--- config.mk ---
export PLATFORM = sky130hd
export DESIGN_NAME = e603_subsys_axi_ost_limiter
export DESIGN_NICKNAME = d
export VERILOG_FILES = /design/src/rtl/e603_subsys_axi_ost_limiter.sv
export SDC_FILE = /design/constraint.sdc
export NUM_CORES = 1
export LEC_CHECK = 0
export BUFFER_PORTS_ARGS = -buffer_cell sky130_fd_sc_hd__buf_2
export CORE_AREA = 2 2 188 190
export DETAILED_ROUTE_END_ITERATION = 6
export DIE_AREA = 0 0 190 192
export GPL_TIMING_DRIVEN = 0
export PLACE_DENSITY = 0.32
export SKIP_CTS_REPAIR_TIMING = 1
export SLEW_MARGIN = 20
export SYNTH_ARGS = -nofsm -noshare
export SYNTH_HDL_FRONTEND = slang
export SYNTH_SLANG_ARGS = --single-unit
export TNS_END_PERCENT = 50
--- constraint.sdc ---
create_clock -name clk -period 3.58 [get_ports clk]
set_clock_uncertainty 0.05 [all_clocks]
set_input_delay 0.179 -clock clk [delete_from_list [all_inputs] [get_ports clk]]
set_output_delay 0.179 -clock clk [all_outputs]
set_load 0.01 [all_outputs]
--- src/rtl/e603_subsys_axi_ost_limiter.sv ---
// e603_subsys_axi_ost_limiter
// Caps the number of outstanding AXI4 read and write bursts heading to the
// async bridge. All payloads and the W/R/B channels pass straight through;
// only AR and AW valid/ready are gated. The gates look only at the registered
// counts, so a slot freed by a response in cycle N can be reused in cycle N+1.
// Optional feature: define E603_AXI_OST_ERR_EN to get a sticky ost_err flag
// that sets on any response arriving with a zero count (underflow).
//
// Handshake semantics: a transfer happens on a cycle where valid and ready
// are both high at the rising edge of clk. Valid never depends on ready here,
// except that both are forced low together while the channel is full.
module e603_subsys_axi_ost_limiter #(
  parameter int AW     = 32,
  parameter int DW     = 32,
  parameter int ID_W   = 4,
  parameter int USR_W  = 4,
  parameter int MW     = 4,
  parameter int RD_OST = 4,
  parameter int WR_OST = 4
) (
  input  logic              clk,
  input  logic              rst,
  // upstream AR
  input  logic [AW-1:0]     i_axi_araddr,
  input  logic [ID_W-1:0]   i_axi_arid,
  input  logic [7:0]        i_axi_arlen,
  input  logic [2:0]        i_axi_arsize,
  input  logic [1:0]        i_axi_arburst,
  input  logic              i_axi_arlock,
  input  logic [3:0]        i_axi_arcache,
  input  logic [2:0]        i_axi_arprot,
  input  logic [3:0]        i_axi_arqos,
  input  logic [USR_W-1:0]  i_axi_aruser,
  input  logic              i_axi_arvalid,
  output logic              i_axi_arready,
  // upstream AW
  input  logic [AW-1:0]     i_axi_awaddr,
  input  logic [ID_W-1:0]   i_axi_awid,
  input  logic [7:0]        i_axi_awlen,
  input  logic [2:0]        i_axi_awsize,
  input  logic [1:0]        i_axi_awburst,
  input  logic              i_axi_awlock,
  input  logic [3:0]        i_axi_awcache,
  input  logic [2:0]        i_axi_awprot,
  input  logic [3:0]        i_axi_awqos,
  input  logic [USR_W-1:0]  i_axi_awuser,
  input  logic              i_axi_awvalid,
  output logic              i_axi_awready,
  // upstream W
  input  logic [DW-1:0]     i_axi_wdata,
  input  logic [MW-1:0]     i_axi_wstrb,
  input  logic              i_axi_wlast,
  input  logic [USR_W-1:0]  i_axi_wuser,
  input  logic              i_axi_wvalid,
  output logic              i_axi_wready,
  // downstream AR
  output logic [AW-1:0]     o_axi_araddr,
  output logic [ID_W-1:0]   o_axi_arid,
  output logic [7:0]        o_axi_arlen,
  output logic [2:0]        o_axi_arsize,
  output logic [1:0]        o_axi_arburst,
  output logic              o_axi_arlock,
  output logic [3:0]        o_axi_arcache,
  output logic [2:0]        o_axi_arprot,
  output logic [3:0]        o_axi_arqos,
  output logic [USR_W-1:0]  o_axi_aruser,
  output logic              o_axi_arvalid,
  input  logic              o_axi_arready,
  // downstream AW
  output logic [AW-1:0]     o_axi_awaddr,
  output logic [ID_W-1:0]   o_axi_awid,
  output logic [7:0]        o_axi_awlen,
  output logic [2:0]        o_axi_awsize,
  output logic [1:0]        o_axi_awburst,
  output logic              o_axi_awlock,
  output logic [3:0]        o_axi_awcache,
  output logic [2:0]        o_axi_awprot,
  output logic [3:0]        o_axi_awqos,
  output logic [USR_W-1:0]  o_axi_awuser,
  output logic              o_axi_awvalid,
  input  logic              o_axi_awready,
  // downstream W
  output logic [DW-1:0]     o_axi_wdata,
  output logic [MW-1:0]     o_axi_wstrb,
  output logic              o_axi_wlast,
  output logic [USR_W-1:0]  o_axi_wuser,
  output logic              o_axi_wvalid,
  input  logic              o_axi_wready,
  // downstream R/B (responses from the bridge)
  input  logic [ID_W-1:0]   o_axi_rid,
  input  logic [DW-1:0]     o_axi_rdata,
  input  logic [1:0]        o_axi_rresp,
  input  logic              o_axi_rlast,
  input  logic [USR_W-1:0]  o_axi_ruser,
  input  logic              o_axi_rvalid,
  output logic              o_axi_rready,
  input  logic [ID_W-1:0]   o_axi_bid,
  input  logic [1:0]        o_axi_bresp,
  input  logic [USR_W-1:0]  o_axi_buser,
  input  logic              o_axi_bvalid,
  output logic              o_axi_bready,
  // upstream R/B
  output logic [ID_W-1:0]   i_axi_rid,
  output logic [DW-1:0]     i_axi_rdata,
  output logic [1:0]        i_axi_rresp,
  output logic              i_axi_rlast,
  output logic [USR_W-1:0]  i_axi_ruser,
  output logic              i_axi_rvalid,
  input  logic              i_axi_rready,
  output logic [ID_W-1:0]   i_axi_bid,
  output logic [1:0]        i_axi_bresp,
  output logic [USR_W-1:0]  i_axi_buser,
  output logic              i_axi_bvalid,
  input  logic              i_axi_bready,
  // status
  output logic [7:0]        rd_ost_cnt,
  output logic [7:0]        wr_ost_cnt,
  output logic              idle,
  output logic              ost_err
);

  localparam logic [7:0] RD_MAX = 8'(RD_OST);
  localparam logic [7:0] WR_MAX = 8'(WR_OST);

  logic rd_full, wr_full;
  logic rd_inc, rd_dec, wr_inc, wr_dec;

  // Payload and W/R/B pass-through: pure wires, no reset, no latency.
  assign o_axi_araddr  = i_axi_araddr;
  assign o_axi_arid    = i_axi_arid;
  assign o_axi_arlen   = i_axi_arlen;
  assign o_axi_arsize  = i_axi_arsize;
  assign o_axi_arburst = i_axi_arburst;
  assign o_axi_arlock  = i_axi_arlock;
  assign o_axi_arcache = i_axi_arcache;
  assign o_axi_arprot  = i_axi_arprot;
  assign o_axi_arqos   = i_axi_arqos;
  assign o_axi_aruser  = i_axi_aruser;
  assign o_axi_awaddr  = i_axi_awaddr;
  assign o_axi_awid    = i_axi_awid;
  assign o_axi_awlen   = i_axi_awlen;
  assign o_axi_awsize  = i_axi_awsize;
  assign o_axi_awburst = i_axi_awburst;
  assign o_axi_awlock  = i_axi_awlock;
  assign o_axi_awcache = i_axi_awcache;
  assign o_axi_awprot  = i_axi_awprot;
  assign o_axi_awqos   = i_axi_awqos;
  assign o_axi_awuser  = i_axi_awuser;
  assign o_axi_wdata   = i_axi_wdata;
  assign o_axi_wstrb   = i_axi_wstrb;
  assign o_axi_wlast   = i_axi_wlast;
  assign o_axi_wuser   = i_axi_wuser;
  assign o_axi_wvalid  = i_axi_wvalid;
  assign i_axi_wready  = o_axi_wready;
  assign i_axi_rid     = o_axi_rid;
  assign i_axi_rdata   = o_axi_rdata;
  assign i_axi_rresp   = o_axi_rresp;
  assign i_axi_rlast   = o_axi_rlast;
  assign i_axi_ruser   = o_axi_ruser;
  assign i_axi_rvalid  = o_axi_rvalid;
  assign o_axi_rready  = i_axi_rready;
  assign i_axi_bid     = o_axi_bid;
  assign i_axi_bresp   = o_axi_bresp;
  assign i_axi_buser   = o_axi_buser;
  assign i_axi_bvalid  = o_axi_bvalid;
  assign o_axi_bready  = i_axi_bready;

  // Gates are driven from registered counts only (no path from R/B).
  assign rd_full       = (rd_ost_cnt == RD_MAX);
  assign wr_full       = (wr_ost_cnt == WR_MAX);
  assign o_axi_arvalid = i_axi_arvalid & ~rd_full;
  assign i_axi_arready = o_axi_arready & ~rd_full;
  assign o_axi_awvalid = i_axi_awvalid & ~wr_full;
  assign i_axi_awready = o_axi_awready & ~wr_full;

  assign rd_inc = o_axi_arvalid & o_axi_arready;
  assign rd_dec = i_axi_rvalid & i_axi_rready & i_axi_rlast;
  assign wr_inc = o_axi_awvalid & o_axi_awready;
  assign wr_dec = i_axi_bvalid & i_axi_bready;

  assign idle = (rd_ost_cnt == 8'd0) & (wr_ost_cnt == 8'd0);

  // Read outstanding counter: +1 on AR, -1 on rlast, saturates at 0.
  always_ff @(posedge clk) begin
    if (rst) begin
      rd_ost_cnt <= 8'd0;
    end else if (rd_inc && !rd_dec) begin
      rd_ost_cnt <= rd_ost_cnt + 8'd1;
    end else if (rd_dec && !rd_inc && rd_ost_cnt != 8'd0) begin
      rd_ost_cnt <= rd_ost_cnt - 8'd1;
    end
  end

  // Write outstanding counter: +1 on AW, -1 on B, saturates at 0.
  always_ff @(posedge clk) begin
    if (rst) begin
      wr_ost_cnt <= 8'd0;
    end else if (wr_inc && !wr_dec) begin
      wr_ost_cnt <= wr_ost_cnt + 8'd1;
    end else if (wr_dec && !wr_inc && wr_ost_cnt != 8'd0) begin
      wr_ost_cnt <= wr_ost_cnt - 8'd1;
    end
  end

`ifdef E603_AXI_OST_ERR_EN
  // A lone response with nothing outstanding is an underflow. A response
  // that coincides with a new request leaves the count alone and is not one.
  logic rd_unf, wr_unf;
  assign rd_unf = rd_dec & ~rd_inc & (rd_ost_cnt == 8'd0);
  assign wr_unf = wr_dec & ~wr_inc & (wr_ost_cnt == 8'd0);

  // Sticky underflow flag, cleared only by reset.
  always_ff @(posedge clk) begin
    if (rst) begin
      ost_err <= 1'b0;
    end else if (rd_unf || wr_unf) begin
      ost_err <= 1'b1;
    end
  end
`else
  assign ost_err = 1'b0;
`endif

endmodule

Yosys cells after proc, flatten, opt, wreduce, memory -nomap -nowiden
Index checks and enable logic that the tools add are counted.
Widths: inputs -> output; s select.
- flip-flop bits (word level): 16
- latch bits: 0
- bits in writable memories: 0
- bits in read-only memories: 0
- bits of input ports: 236
- output and inout bits: 252
- word-level logic and storage cells: 40
- memories kept: 0
- $add $sub $neg: 4
- multipliers: 0
- div/mod/pow operators: 0
- order comparisons: 0
- equality and inequality tests: 2
- shift operators: 0
- mux-type cells: 4
- bitwise logic cells: 12
- reduce and logical (&&, ||, !) cells: 16
- operators by type and width (cell ; number):
    $mux 8 ; 4
    $add 8x1->8 const B ; 2
    $eq 8x3->1 const B ; 2
    $logic_not 8->1 ; 2
    $reduce_bool 8->1 ; 2
    $sub 8x1->8 const B ; 2
    $and 1x1->1 ; 10
    $logic_and 1x1->1 ; 6
    $logic_not 1->1 ; 4
    $reduce_bool 2->1 ; 2
    $not 1->1 ; 2

Longest topological paths before layout
- depth after elaboration: 9
- gate-level depth with buffers: 9
- mapped depth without buffers: 9

Worst setup path before layout
OpenSTA, ideal clock, no wires.
- kind: reg-to-reg
- start: register wr_ost_cnt[0]
- end: register wr_ost_cnt[7]
- library setup time: 123 ps
- arrival: 2585 ps
- required time: 3407 ps
- setup slack: 822 ps
- cell stages (with the launch flop): 10
- buffers on the path: 0
- clock period less this slack: 2758 ps
- cells stage by stage: dfxtp_1 nor3_1 a311oi_1 inv_1 ha_1 a211oi_1 o211ai_1 nand2_1 mux2i_1 mux2_1
- cells in the longest elaborated chain, start to end: 8
- elaborated cells between the ends (all ways): 14
- those cells by class: add/sub (2); eq/ne (1); mux (2); bitwise (3); reduce/logical (6)
- RTL lines (what ; RTL line ; RTL):
    start: declaration ; 117 ; output logic [7:0] wr_ost_cnt,
    start signal: assignment ; 199 ; wr_ost_cnt <= wr_ost_cnt + 8'd1;
    start signal: assignment ; 201 ; wr_ost_cnt <= wr_ost_cnt - 8'd1;
    branches (longest 8 deep; another with $sub 8x1->8) ; n/a ;
Parallel ways; which one is timed is not known. The select of a mux whose other input is x is not followed.
A chain may end at the register's enable or synchronous reset.

Worst setup path after layout
Ends and elaborated chain as after synthesis.

==> results by stage <==
Setup path:
- The signal on the critical path passes through nor3_2, a311oi_1, inv_1, ha_1, a211oi_1, o211ai_1, nand2_1, mux2i_1, mux2_1.
- Measured in cells, the most critical reg-to-reg path has a length of 9.
- The kind of critical path is flip-flop to flip-flop.
- The reg-to-reg setup timing slack is 0.35 ns.
- The startpoint identified for the worst register-to-register timing path is wr_ost_cnt[0]$_SDFFE_PP0P_.
- The biggest fanout along the worst timing path is 7.
- The worst setup path is captured at a flip-flop.
- The delay contributed by the slowest stage of the critical path is 0.52 ns.
- The required time of the worst setup path is 3.67 ns.
- The destination of the worst register-to-register timing path is wr_ost_cnt[7]$_SDFFE_PP0P_.
- The type of origin of the critical path is a flip-flop.
- The worst path arrival time is 3.32 ns.
- The cell with the biggest individual delay on the critical path is sky130_fd_sc_hd__a311oi_1.

Place:
- Routability-driven placement finished with a final weighted congestion of 0.753.
- The count of buffers added on input and output ports is 260.
- The HPWL after detailed placement is 11.9 mm.

Synthesis:
- The number of warnings reported in the yosys synthesis log is 0.
- Each instance of the synthesized netlist takes up on average 7.88 um^2.
- The leading cell type by number of instances after synthesis is sky130_fd_sc_hd__buf_4.
- The share of synthesized area in the top cell type comes to 55.4%.
- The synthesized instance count is 397.
- The post-synthesis net count is 647.
- Yosys attributes the largest share of cell area to sky130_fd_sc_hd__buf_4 55%, sky130_fd_sc_hd__dfxtp_1 10%, sky130_fd_sc_hd__ha_1 4.8%.
- The number of enable flip-flop cells after synthesis is 0.
- The number of library cell types mapped by synthesis is 44.
- The synthesis-stage register bit count is 16.
- After synthesis, the most frequently instantiated cells are 231 x sky130_fd_sc_hd__buf_4, 23 x sky130_fd_sc_hd__nor2_1, 16 x sky130_fd_sc_hd__dfxtp_1.
- After synthesis, flip-flops and latches occupy 10.2% of the total area.
- The post-synth design cell area is 3130 um^2.
- The async set-reset flop share out of synthesis is 0%.
- The top flip-flop cell by instance count after synthesis is sky130_fd_sc_hd__dfxtp_1.
- Of all cell types, the one taking the most synthesized area is sky130_fd_sc_hd__buf_4.

Worst hold path:
- The startpoint identified for the worst hold timing path is rst.
- The worst hold path belongs to the class input port to flip-flop.
- The worst hold path was traced through 2 stages.
- The worst hold path terminates at rd_ost_cnt[3]$_SDFFE_PP0P_.

Finish:
- The number of antenna repair diodes is 0.
- In the final layout, the share of cells above drive strength 1 is 76.1%.
- The layout filler cell count is 3922.
- Summing all multi-input logic gate instances after layout gives 1050 um^2.
- Across the whole layout, storage elements account for 320 um^2.
- Relative to the synthesized area, the layout overhead comes to 62.4%.
- The post-layout utilization of the core is 14.8%.
- The final net count is 912.

Route:
- Using the TritonRoute via totals, the vias-per-cell ratio works out to 2.95.
- In the final routed layout, each cell accounts on average for 11.7 um.
- The pre-antenna-repair detailed-routing pass consisted of 4 iterations.
- The number of nets with antenna violations after routing is 0.
- The detailed-route DRC error count is 0.
- Wires add up to 13.1 mm.
- The routed layout has 3290 vias.
- The detailed router finished its first iteration with 92 violations.

Global route:
- The number of global-route vias before repair is 2865.
- The remaining global-route overflow is 0.
- The global-route wire length before repair is 16.5 mm.
- The number of antenna violations at the first check in global routing came to 1.
- The total routing resource utilization after global routing is 6.08%.
- The maximum number of pins on one net before global-route repair is 11.

Clocking:
- In this run the number of H-tree levels came out at 1.
- The buffer depth of the longest clock path is 2.
- After clock tree synthesis, the clock-pin slew on the worst setup and hold paths is 0.06 ns.
- Clock tree synthesis selected as its root buffer the cell sky130_fd_sc_hd__clkbuf_16.
- The clock sink count is 16.
- The CTS buffer count is 3.
- The clock reaches the later pin of the worst-skew pair after 0.25 ns.
- The CTS tree is done.

Timing:
- The highest clock rate is 310 MHz.
- The worst slew margin relative to its limit is 56.7%.
- Setup repair after global routing left no endpoint under its margin.
- The portion of the clock cycle consumed by the worst path in the final layout is 90.2%.
- The final max-slew violation count was 0.
- The worst path in the final design needs a cycle of 3.23 ns, including I/O delays and setup.
- The number of failing hold endpoints at the final stage is 0.
- The setup violation total in the final timing report is 0.
- The setup total negative slack is 0 ns.
- At the pin with the least slew margin, the transition time is 0.647 ns.

Die:
- After floorplanning, the core was sized to cover 34300 um^2.
- The floorplan step set the die width to 190 um.
- 488 I/O pins were placed.
- The standard-cell row count is 68.
- The die extent in y is 192 um.
- The area of the die is 36500 um^2.
- The initial standard-cell utilization of the core is 9.12%.

Power and ir drop:
- Dividing total power by cell area gives a power density of 385 nW/um^2.
- The leakage power summed over all cells is 2.82 nW.
- The worst-case IR drop observed on VDD is 0.165 mV.

Status:
- The run finished with clean final reports.

Run:
- The number of max-cap violations is 0.
## flip-flops by register name, summed over array words and instances (netlist names)
register and flops:
rd_ost_cnt 8, wr_ost_cnt 8
## critical path, delay by kind of cell, from the launching register on
kind	cells	cell delay (ns)
buffers and inverters	1	0.30
flip-flops	1	0.50
AND/OR/NAND/NOR	2	0.25
AO/OA/AOI/OAI	3	1.06
adder cells (fa/ha/maj)	1	0.36
multiplexers	2	0.59
## where the power goes
group / switching [W] / total [W] / internal (W)
logic: 0.000700 / 0.00137 / 0.000675
clock network: 0.0000821 / 0.000229 / 0.000147
registers: 0.000110 / 0.000349 / 0.000238
total: 0.000892 / 0.00195 / 0.00106
## area by class of cell
cell class / instances / share of cell area [%]
flip-flops and latches: 16 / 6.31
repair buffers: 260 / 25.6
multi-input cells: 143 / 20.7
inverters: 4 / 0.296
well taps: 455 / 11.2
plain buffers: 234 / 34.4
clock buffers: 3 / 1.48
## per-stage QoR
stage	power [W]	hold slack, ns	area (um^2)	instances	setup slack [ns]
6_report	0.00195	0.337	5080	1115	0.351
5_1_grt	0.00215	0.406	5080	1115	0.0165
4_1_cts	0.00200	0.364	5070	1115	0.180
3_5_place_dp	0.00176	0.465	5000	1112	0.208
3_3_place_gp	0.00177	0.473	5000	1112	0.183
2_1_floorplan	0.00130	0.400	3130	397	0.822
## per-layer routing
| metal | share of wire (%) | track usage [%] | routed length (um) | vias up |
|---|---|---|---|---|
| li1 | - | - | - | 1601 |
| met2 | 56 | 12.2 | 7330 | 257 |
| met1 | 32 | 6.28 | 4210 | 1426 |
| met4 | 0.94 | 1.34 | 123 | 0 |
| met5 | 0 | 0 | 0 | - |
| met3 | 11 | 1.55 | 1420 | 6 |
## worst max-delay path by stage
stage,from,end,cells past startpoint,slack [ns]
6_report,wr_ost_cnt[0]$_SDFFE_PP0P_,wr_ost_cnt[7]$_SDFFE_PP0P_,9,0.35
5_1_grt,wr_ost_cnt[0]$_SDFFE_PP0P_,wr_ost_cnt[7]$_SDFFE_PP0P_,9,0.02
4_1_cts,wr_ost_cnt[0]$_SDFFE_PP0P_,wr_ost_cnt[7]$_SDFFE_PP0P_,9,0.18
3_5_place_dp,wr_ost_cnt[0]$_SDFFE_PP0P_,wr_ost_cnt[7]$_SDFFE_PP0P_,9,0.21
3_3_place_gp,wr_ost_cnt[0]$_SDFFE_PP0P_,wr_ost_cnt[7]$_SDFFE_PP0P_,9,0.18
2_1_floorplan,wr_ost_cnt[0]$_SDFFE_PP0P_,wr_ost_cnt[7]$_SDFFE_PP0P_,9,0.82
## cells by family after synthesis
kind of cell	count (synthesis)	share of synthesized area, %
and+or+nand+nor	68	11.8
muxes	12	3.88
xor gates and xnor gates	8	2.24
DFF	16	10.2
adders and majority gates	14	6.08
buffers and inverters	238	56.3
other	1	0.120
AOI/OAI and AO/OA	40	9.36
## layout by cell type (no fill, tap or decap), types with 2 or more instances in the layout
cell                        instances
sky130_fd_sc_hd__o21a_1             2
sky130_fd_sc_hd__o21ai_0            6
sky130_fd_sc_hd__o211ai_1           3
sky130_fd_sc_hd__buf_2            261
sky130_fd_sc_hd__nor3b_1            3
sky130_fd_sc_hd__and2_1             6
sky130_fd_sc_hd__nand2_1           11
sky130_fd_sc_hd__a221oi_1           3
sky130_fd_sc_hd__clkbuf_16          3
sky130_fd_sc_hd__fa_1               2
sky130_fd_sc_hd__dfxtp_1           16
sky130_fd_sc_hd__nor3_1             6
sky130_fd_sc_hd__xnor2_1            3
sky130_fd_sc_hd__nor2_1            23
sky130_fd_sc_hd__mux2i_1           11
sky130_fd_sc_hd__nand2b_1           2
sky130_fd_sc_hd__a211oi_1           5
sky130_fd_sc_hd__ha_1              12
sky130_fd_sc_hd__inv_1              4
sky130_fd_sc_hd__xor2_1             5
sky130_fd_sc_hd__nor2b_1            3
sky130_fd_sc_hd__and3_1             2
sky130_fd_sc_hd__a21o_1             5
sky130_fd_sc_hd__buf_4            231
sky130_fd_sc_hd__nand3_1            3
sky130_fd_sc_hd__a21oi_1            9
No activity file was read; power rests on OpenSTA's default activity.
